### config.mk
export PLATFORM = sky130hd
export DESIGN_NAME = int_arb_flat
export DESIGN_NICKNAME = d
export VERILOG_FILES = /design/src/rtl/int_arb_pkg.sv /design/src/rtl/int_arb_if.sv /design/src/rtl/int_prio_enc.sv /design/src/rtl/int_arb.sv /design/src/flat_wrapper.sv
export SDC_FILE = /design/constraint.sdc
export NUM_CORES = 1
export LEC_CHECK = 0
export ABC_AREA = 1
export BUFFER_PORTS_ARGS = -buffer_cell sky130_fd_sc_hd__buf_2
export CAP_MARGIN = 20
export CORE_MARGIN = 3
export CORE_UTILIZATION = 60
export DETAILED_ROUTE_END_ITERATION = 6
export PLACE_DENSITY = 0.77
export RECOVER_POWER = 100
export SETUP_SLACK_MARGIN = 0.1
export SLEW_MARGIN = 20
export SYNTH_ARGS = -nofsm -noshare
export SYNTH_HDL_FRONTEND = slang
export SYNTH_SLANG_ARGS = --single-unit
### constraint.sdc
create_clock -name clk -period 31.9 [get_ports clk]
set_clock_uncertainty 0.2 [all_clocks]
set_input_delay 6.38 -clock clk [delete_from_list [all_inputs] [get_ports clk]]
set_output_delay 6.38 -clock clk [all_outputs]
set_load 0.1 [all_outputs]
### src/rtl/int_arb_pkg.sv
// Shared types and constants for the interrupt arbiter.
package int_arb_pkg;

    // Sequencer states: arbitrate, hold request, settle after acknowledge.
    typedef enum logic [1:0] {
        StIdle = 2'd0,
        StReq  = 2'd1,
        StAck  = 2'd2
    } int_arb_state_e;

    // Field widths of the core's interrupt request fields.
    localparam int unsigned PrioW  = 4;
    localparam int unsigned LevelW = 5;
    localparam int unsigned VecW   = 8;
    localparam int unsigned IdxW   = 4;

    // NMI is presented above every maskable level.
    localparam logic [LevelW-1:0] NmiLevel = 5'h1F;

    // Vector of maskable source idx, 8-bit wrap.
    function automatic logic [VecW-1:0] src_vec(input logic [VecW-1:0] base,
                                                input logic [IdxW-1:0] idx);
        return base + VecW'(idx);
    endfunction

endpackage

### src/rtl/int_arb_if.sv
// Bus between the interrupt arbiter and the core / register file / sources.
interface int_arb_if #(
    parameter int unsigned NSRC = 8
);
    import int_arb_pkg::*;

    logic [NSRC-1:0]   irq;
    logic              nmi;
    logic [PrioW-1:0]  sr_i;
    logic              inta_ack;
    logic              cfg_we;
    logic [IdxW-1:0]   cfg_idx;
    logic [PrioW-1:0]  cfg_lvl;
    logic              intr_req;
    logic [LevelW-1:0] intr_level;
    logic [VecW-1:0]   intr_vec;
    logic [NSRC-1:0]   pending;

    // Core side: drives sources, mask, acknowledge and configuration.
    modport master (
        output irq, nmi, sr_i, inta_ack, cfg_we, cfg_idx, cfg_lvl,
        input  intr_req, intr_level, intr_vec, pending
    );

    // Arbiter side.
    modport slave (
        input  irq, nmi, sr_i, inta_ack, cfg_we, cfg_idx, cfg_lvl,
        output intr_req, intr_level, intr_vec, pending
    );

endinterface

### src/rtl/int_prio_enc.sv
// NSRC-way max-priority encoder; ties resolve to the lowest index.
module int_prio_enc
    import int_arb_pkg::*;
#(
    parameter int unsigned NSRC = 8
) (
    input  logic [NSRC-1:0]            cand,
    input  logic [NSRC-1:0][PrioW-1:0] prio,
    output logic                       valid,
    output logic [IdxW-1:0]            idx,
    output logic [PrioW-1:0]           lvl
);

    // Ascending scan with strict compare keeps the lowest index on a tie.
    always_comb begin
        valid = 1'b0;
        idx   = '0;
        lvl   = '0;
        for (int k = 0; k < NSRC; k++) begin
            if (cand[k] && (!valid || (prio[k] > lvl))) begin
                valid = 1'b1;
                idx   = IdxW'(k);
                lvl   = prio[k];
            end
        end
    end

endmodule

### src/rtl/int_arb.sv
// Interrupt arbiter/sequencer in front of the CPU core.
// Optional macro INT_ARB_EDGE_TRIG_EN: maskable sources become rising-edge
// latched and are cleared by their own acknowledge (default: level mode).
module int_arb
    import int_arb_pkg::*;
#(
    parameter int unsigned     NSRC     = 8,
    parameter logic [VecW-1:0] VEC_BASE = 8'h40,
    parameter logic [VecW-1:0] NMI_VEC  = 8'h0B
) (
    input logic     clk,
    input logic     rst,
    int_arb_if.slave bus
);

    logic [NSRC-1:0][PrioW-1:0] prio_q;
    logic [NSRC-1:0]            pending_q, pending_d;
    logic                       nmi_prev_q, nmi_pend_q, nmi_pend_d;
    logic                       nmi_rise, nmi_clr, cfg_hit;

    int_arb_state_e             state_q, state_d;
    logic                       req_q, req_d;
    logic [LevelW-1:0]          level_q, level_d;
    logic [VecW-1:0]            vec_q, vec_d;
    logic [IdxW-1:0]            win_idx_q, win_idx_d;
    logic                       win_nmi_q, win_nmi_d;

    logic [NSRC-1:0]            cand;
    logic                       enc_valid;
    logic [IdxW-1:0]            enc_idx;
    logic [PrioW-1:0]           enc_prio;
    logic [PrioW-1:0]           win_prio;
    logic                       withdraw;

    assign cfg_hit = bus.cfg_we && ({1'b0, bus.cfg_idx} < 5'(NSRC));

    // Priority registers; out-of-range indices are dropped.
    always_ff @(posedge clk) begin
        if (rst) begin
            prio_q <= '0;
        end else begin
            for (int k = 0; k < NSRC; k++) begin
                if (cfg_hit && (bus.cfg_idx == IdxW'(k))) prio_q[k] <= bus.cfg_lvl;
            end
        end
    end

`ifdef INT_ARB_EDGE_TRIG_EN
    logic [NSRC-1:0] irq_prev_q, src_clr;

    // Clear of the acked source; a fresh edge in the same cycle wins.
    always_comb begin
        src_clr = '0;
        for (int k = 0; k < NSRC; k++) begin
            src_clr[k] = (state_q == StAck) && !win_nmi_q && (win_idx_q == IdxW'(k));
        end
        pending_d = (pending_q & ~src_clr) | (bus.irq & ~irq_prev_q);
    end

    // Edge history of the maskable lines.
    always_ff @(posedge clk) begin
        if (rst) irq_prev_q <= '0;
        else     irq_prev_q <= bus.irq;
    end
`else
    assign pending_d = bus.irq;
`endif

    assign nmi_rise   = bus.nmi && !nmi_prev_q;
    assign nmi_clr    = (state_q == StReq) && bus.inta_ack && win_nmi_q;
    assign nmi_pend_d = nmi_rise || (nmi_pend_q && !nmi_clr);

    // Pending status and NMI latch.
    always_ff @(posedge clk) begin
        if (rst) begin
            pending_q  <= '0;
            nmi_prev_q <= 1'b0;
            nmi_pend_q <= 1'b0;
        end else begin
            pending_q  <= pending_d;
            nmi_prev_q <= bus.nmi;
            nmi_pend_q <= nmi_pend_d;
        end
    end

    // Candidate set against the current mask.
    always_comb begin
        cand = '0;
        for (int k = 0; k < NSRC; k++) cand[k] = pending_q[k] && (prio_q[k] > bus.sr_i);
    end

    int_prio_enc #(
        .NSRC (NSRC)
    ) u_prio_enc (
        .cand  (cand),
        .prio  (prio_q),
        .valid (enc_valid),
        .idx   (enc_idx),
        .lvl   (enc_prio)
    );

`ifdef INT_ARB_EDGE_TRIG_EN
    // Frozen winner is withdrawn only when masked off by a prio/SR.I change.
    always_comb begin
        win_prio = '0;
        for (int k = 0; k < NSRC; k++) begin
            if (win_idx_q == IdxW'(k)) win_prio = prio_q[k];
        end
        withdraw = !win_nmi_q && (win_prio <= bus.sr_i);
    end
`else
    logic win_pend;

    // Frozen winner is withdrawn when its line drops or it gets masked off.
    always_comb begin
        win_prio = '0;
        win_pend = 1'b0;
        for (int k = 0; k < NSRC; k++) begin
            if (win_idx_q == IdxW'(k)) begin
                win_prio = prio_q[k];
                win_pend = pending_q[k];
            end
        end
        withdraw = !win_nmi_q && (!win_pend || (win_prio <= bus.sr_i));
    end
`endif

    // FSM state register.
    always_ff @(posedge clk) begin
        if (rst) state_q <= StIdle;
        else     state_q <= state_d;
    end

    // FSM next state; acknowledge takes precedence over withdraw.
    always_comb begin
        state_d = state_q;
        unique case (state_q)
            StIdle:  if (nmi_pend_q || enc_valid) state_d = StReq;
            StReq: begin
                if (bus.inta_ack)  state_d = StAck;
                else if (withdraw) state_d = StIdle;
            end
            StAck:   state_d = StIdle;
            default: state_d = StIdle;
        endcase
    end

    // FSM outputs: capture the winner in IDLE, freeze it until ack/withdraw.
    always_comb begin
        req_d     = req_q;
        level_d   = level_q;
        vec_d     = vec_q;
        win_idx_d = win_idx_q;
        win_nmi_d = win_nmi_q;
        unique case (state_q)
            StIdle: begin
                if (nmi_pend_q) begin
                    req_d     = 1'b1;
                    level_d   = NmiLevel;
                    vec_d     = NMI_VEC;
                    win_idx_d = '0;
                    win_nmi_d = 1'b1;
                end else if (enc_valid) begin
                    req_d     = 1'b1;
                    level_d   = {1'b0, enc_prio};
                    vec_d     = src_vec(VEC_BASE, enc_idx);
                    win_idx_d = enc_idx;
                    win_nmi_d = 1'b0;
                end
            end
            StReq:   if (bus.inta_ack || withdraw) req_d = 1'b0;
            StAck:   req_d = 1'b0;
            default: req_d = 1'b0;
        endcase
    end

    // Registered request fields.
    always_ff @(posedge clk) begin
        if (rst) begin
            req_q     <= 1'b0;
            level_q   <= '0;
            vec_q     <= '0;
            win_idx_q <= '0;
            win_nmi_q <= 1'b0;
        end else begin
            req_q     <= req_d;
            level_q   <= level_d;
            vec_q     <= vec_d;
            win_idx_q <= win_idx_d;
            win_nmi_q <= win_nmi_d;
        end
    end

    assign bus.intr_req   = req_q;
    assign bus.intr_level = level_q;
    assign bus.intr_vec   = vec_q;
    assign bus.pending    = pending_q;

endmodule
### src/flat_wrapper.sv
// flat-port wrapper written by rule: the top's interface ports become plain ports
module int_arb_flat import int_arb_pkg::*;
#(
    parameter int unsigned     NSRC     = 8,
    parameter logic [VecW-1:0] VEC_BASE = 8'h40,
    parameter logic [VecW-1:0] NMI_VEC  = 8'h0B
)
  (clk, rst, bus_irq, bus_nmi, bus_sr_i, bus_inta_ack, bus_cfg_we, bus_cfg_idx, bus_cfg_lvl, bus_intr_req, bus_intr_level, bus_intr_vec, bus_pending);
  int_arb_if #(.NSRC(NSRC)) bus_i ();
  input logic clk;
  input logic rst;
  input wire logic [$bits(bus_i.irq)-1:0] bus_irq;
  input wire logic [$bits(bus_i.nmi)-1:0] bus_nmi;
  input wire logic [$bits(bus_i.sr_i)-1:0] bus_sr_i;
  input wire logic [$bits(bus_i.inta_ack)-1:0] bus_inta_ack;
  input wire logic [$bits(bus_i.cfg_we)-1:0] bus_cfg_we;
  input wire logic [$bits(bus_i.cfg_idx)-1:0] bus_cfg_idx;
  input wire logic [$bits(bus_i.cfg_lvl)-1:0] bus_cfg_lvl;
  output wire logic [$bits(bus_i.intr_req)-1:0] bus_intr_req;
  output wire logic [$bits(bus_i.intr_level)-1:0] bus_intr_level;
  output wire logic [$bits(bus_i.intr_vec)-1:0] bus_intr_vec;
  output wire logic [$bits(bus_i.pending)-1:0] bus_pending;
  assign bus_i.irq = bus_irq;
  assign bus_i.nmi = bus_nmi;
  assign bus_i.sr_i = bus_sr_i;
  assign bus_i.inta_ack = bus_inta_ack;
  assign bus_i.cfg_we = bus_cfg_we;
  assign bus_i.cfg_idx = bus_cfg_idx;
  assign bus_i.cfg_lvl = bus_cfg_lvl;
  assign bus_intr_req = bus_i.intr_req;
  assign bus_intr_level = bus_i.intr_level;
  assign bus_intr_vec = bus_i.intr_vec;
  assign bus_pending = bus_i.pending;
  int_arb #(.NSRC(NSRC), .VEC_BASE(VEC_BASE), .NMI_VEC(NMI_VEC)) u_core (.clk(clk), .rst(rst), .bus(bus_i));
endmodule
==> results.json <==
{
  "status": "finished, final reports clean",
  "clk_latency_ns": 0.32,
  "final_common_cell": "nand2_1",
  "wirelength_met1_mm": 5.53,
  "drc": 0,
  "drtIter0Drc": 372,
  "required_ns": 31.87,
  "synth-seq-cells": 56,
  "cts_buffer_depth": 2,
  "critPathMaxFanout": 11,
  "dieArea_um2": 8500,
  "clock_sink_count": 56,
  "antenna_found_initial": 0,
  "cts_hold_buf": 0,
  "n_antenna_cell": 0,
  "fillers": 674,
  "yosysWarnings": 0,
  "final_cells": 793,
  "htree_levels": 2,
  "fp.dieH_um": 92.2,
  "die_x_um": 92.2,
  "grt_pass1_vias": 4180,
  "vdd_ir_drop_max_v": 0.0000235,
  "clock-root-buffer": "clkbuf_8",
  "rows": 30,
  "ant_nets": 0,
  "viasPerCell": 5.64,
  "start_util_pct": 63.9,
  "cp_common_cell": "nand2_1",
  "io_pins": 47,
  "dp.cells": 785,
  "syn_to_final_growth_pct": 7.07,
  "p_total_mw": 0.181,
  "route.met3.wl_mm": 1.16,
  "cp_slowest_cell": "ha_1",
  "grt.total_usage_pct": 28.8,
  "routed-wl-met2_mm": 5.02,
  "core-area_um2": 6980,
  "hold_viol": 0,
  "ys_types": 40,
  "syn-instance-count": 657,
  "post-cts-setup-buffers": 0,
  "crit_arrival_ns": 16.13,
  "period_share_pct": 50.6,
  "hpwl_mm": 9.52,
  "nets": 785,
  "cts_buffers": 5,
  "avgSynthCellArea_um2": 6.79,
  "ctsResizeCount": 0,
  "first_pass_iters": 6,
  "grt_overflow": 0,
  "wl_per_cell_um": 14.9,
  "most-common-layout-cells": "nand2_1, inv_1, nor2_1, ha_1, a21oi_1",
  "slowest_delay_ns": 0.34,
  "drive_gt1_share_pct": 7.03,
  "relSlewSlack_pct": 22.2,
  "hold_class": "reg2reg",
  "cts.clk_slew.worst_paths_ns": 0.11,
  "grt_pass1_wl_mm": 19.8,
  "rsz0062_at_grt": "false",
  "fin_setup_tns_ns": 0,
  "top_layer_used": "met4",
  "postRouteWirelength_mm": 11.8,
  "cts_tree": "yes",
  "grt_start_max_net_pins": 40,
  "critPathCaptureType": "register",
  "yosysSeqAreaShare_pct": 25.1,
  "leakage_nw": 2.36,
  "place_congestion": 0.973,
  "utilization_pct": 68.4,
  "slew_violations": 0,
  "drv_cap": 0,
  "tightestPinTransition_ns": 1.17,
  "power_density_nw_per_um2": 37.8,
  "numPortBuffers": 43,
  "syn-cell-area_um2": 4460,
  "worstSetupPathType": "in2reg",
  "num_vias": 4472,
  "period_minus_slack_ns": 16.16,
  "crit_path_start_kind": "primary input",
  "timing.fmax_mhz": 61.9,
  "setup_violations": 0
}
[Yosys cell counts (all sizes together)]
master   instances  area, um2
a211oi           2       20.0
o221ai           1       8.76
buf              7       52.6
nand2          125        519
o22ai            2       12.5
nor3             7       40.0
clkbuf           6       22.5
conb             1       3.75
a21oi           61        317
a21o             2       15.0
inv            101        384
a221oi           2       17.5
o2111ai          2       17.5
o211ai           3       22.5
nand3           41        210
and2            10       62.6
nand4           11       83.8
o21a             1       7.51
o21ai           58        294
a22oi            2       15.0
o21bai           5       48.8
ha              64        801
or2              6       37.5
nor2            81        324
dfxtp           56       1120
[per-stage QoR]
step / hold WS (ns) / area [um2] / worst slack (ns)
2_1_floorplan: 0.208 / 4470 / 17.36
3_3_place_gp: 0.213 / 4730 / 16.35
3_5_place_dp: 0.236 / 4730 / 16.02
4_1_cts: 0.251 / 4840 / 16.34
5_1_grt: 0.273 / 4770 / 14.63
6_report: 0.247 / 4770 / 15.75
[cell type report]
cell class | instances | area [um2] | share of cell area [%]
timing repair buffer | 43 | 190 | 3.98
clock inverter | 2 | 38.8 | 0.813
clock buffer | 6 | 72.6 | 1.52
inverter | 101 | 384 | 8.05
tap | 96 | 120 | 2.52
sequential | 56 | 1120 | 23.5
multi-input combinational | 489 | 2850 | 59.6
[metal layers]
metal | vias to the layer above | global-route usage [%]
li1 | 2240 | -
met1 | 2024 | 41.2
met2 | 198 | 44.8
met3 | 10 | 5.82
met4 | 0 | 5.94
met5 | - | 0
[worst max-delay path, delay by kind of cell]
family,cells,cell delay [ns]
compound gates,14,1.49
fa+ha+maj,8,2.40
buf+inv,11,1.22
simple gates,45,4.64
[where the power goes]
part	leakage [nW]	switching, mW	internal, mW	total [mW]
clock	0.0558	0.0255	0.0238	0.0494
combinational	1.85	0.0421	0.0123	0.0544
sequential	0.457	0.00309	0.0738	0.0769
total	2.36	0.0707	0.110	0.181
[state kept, by name, summed over array words and instances (netlist names)]
| name | flops |
|---|---|
| u_core.prio_q | 32 |
| u_core.bus.intr_req | 1 |
| u_core.state_q | 2 |
| u_core.bus.pending | 8 |
| u_core.bus.intr_level | 4 |
| u_core.win_idx_q | 2 |
| u_core.nmi_pend_q | 1 |
| u_core.bus.intr_vec | 5 |
| u_core.nmi_prev_q | 1 |
[path summary, 6_finish.rpt]
path | from | endpoint | slack [ns] | cells past startpoint
setup / recovery | bus_sr_i[3] | u_core.win_idx_q[1] | 15.75 | 78
hold / removal | u_core.nmi_prev_q | u_core.nmi_pend_q | 0.25 | 1
setup reg to reg | u_core.prio_q[3] | u_core.win_idx_q[1] | 21.83 | 76
hold reg to reg | u_core.nmi_prev_q | u_core.nmi_pend_q | 0.25 | 1
[logic make-up after synthesis]
logic type	after synthesis	synth area share (%)
flip-flops	56	25.1
other	1	0.0841
adder cells (fa/ha/maj)	64	18.0
AND/OR/NAND/NOR	281	28.7
buffers and inverters	114	10.3
AO/OA/AOI/OAI	141	17.9
Note: power is estimated with default switching activity, not from simulation.
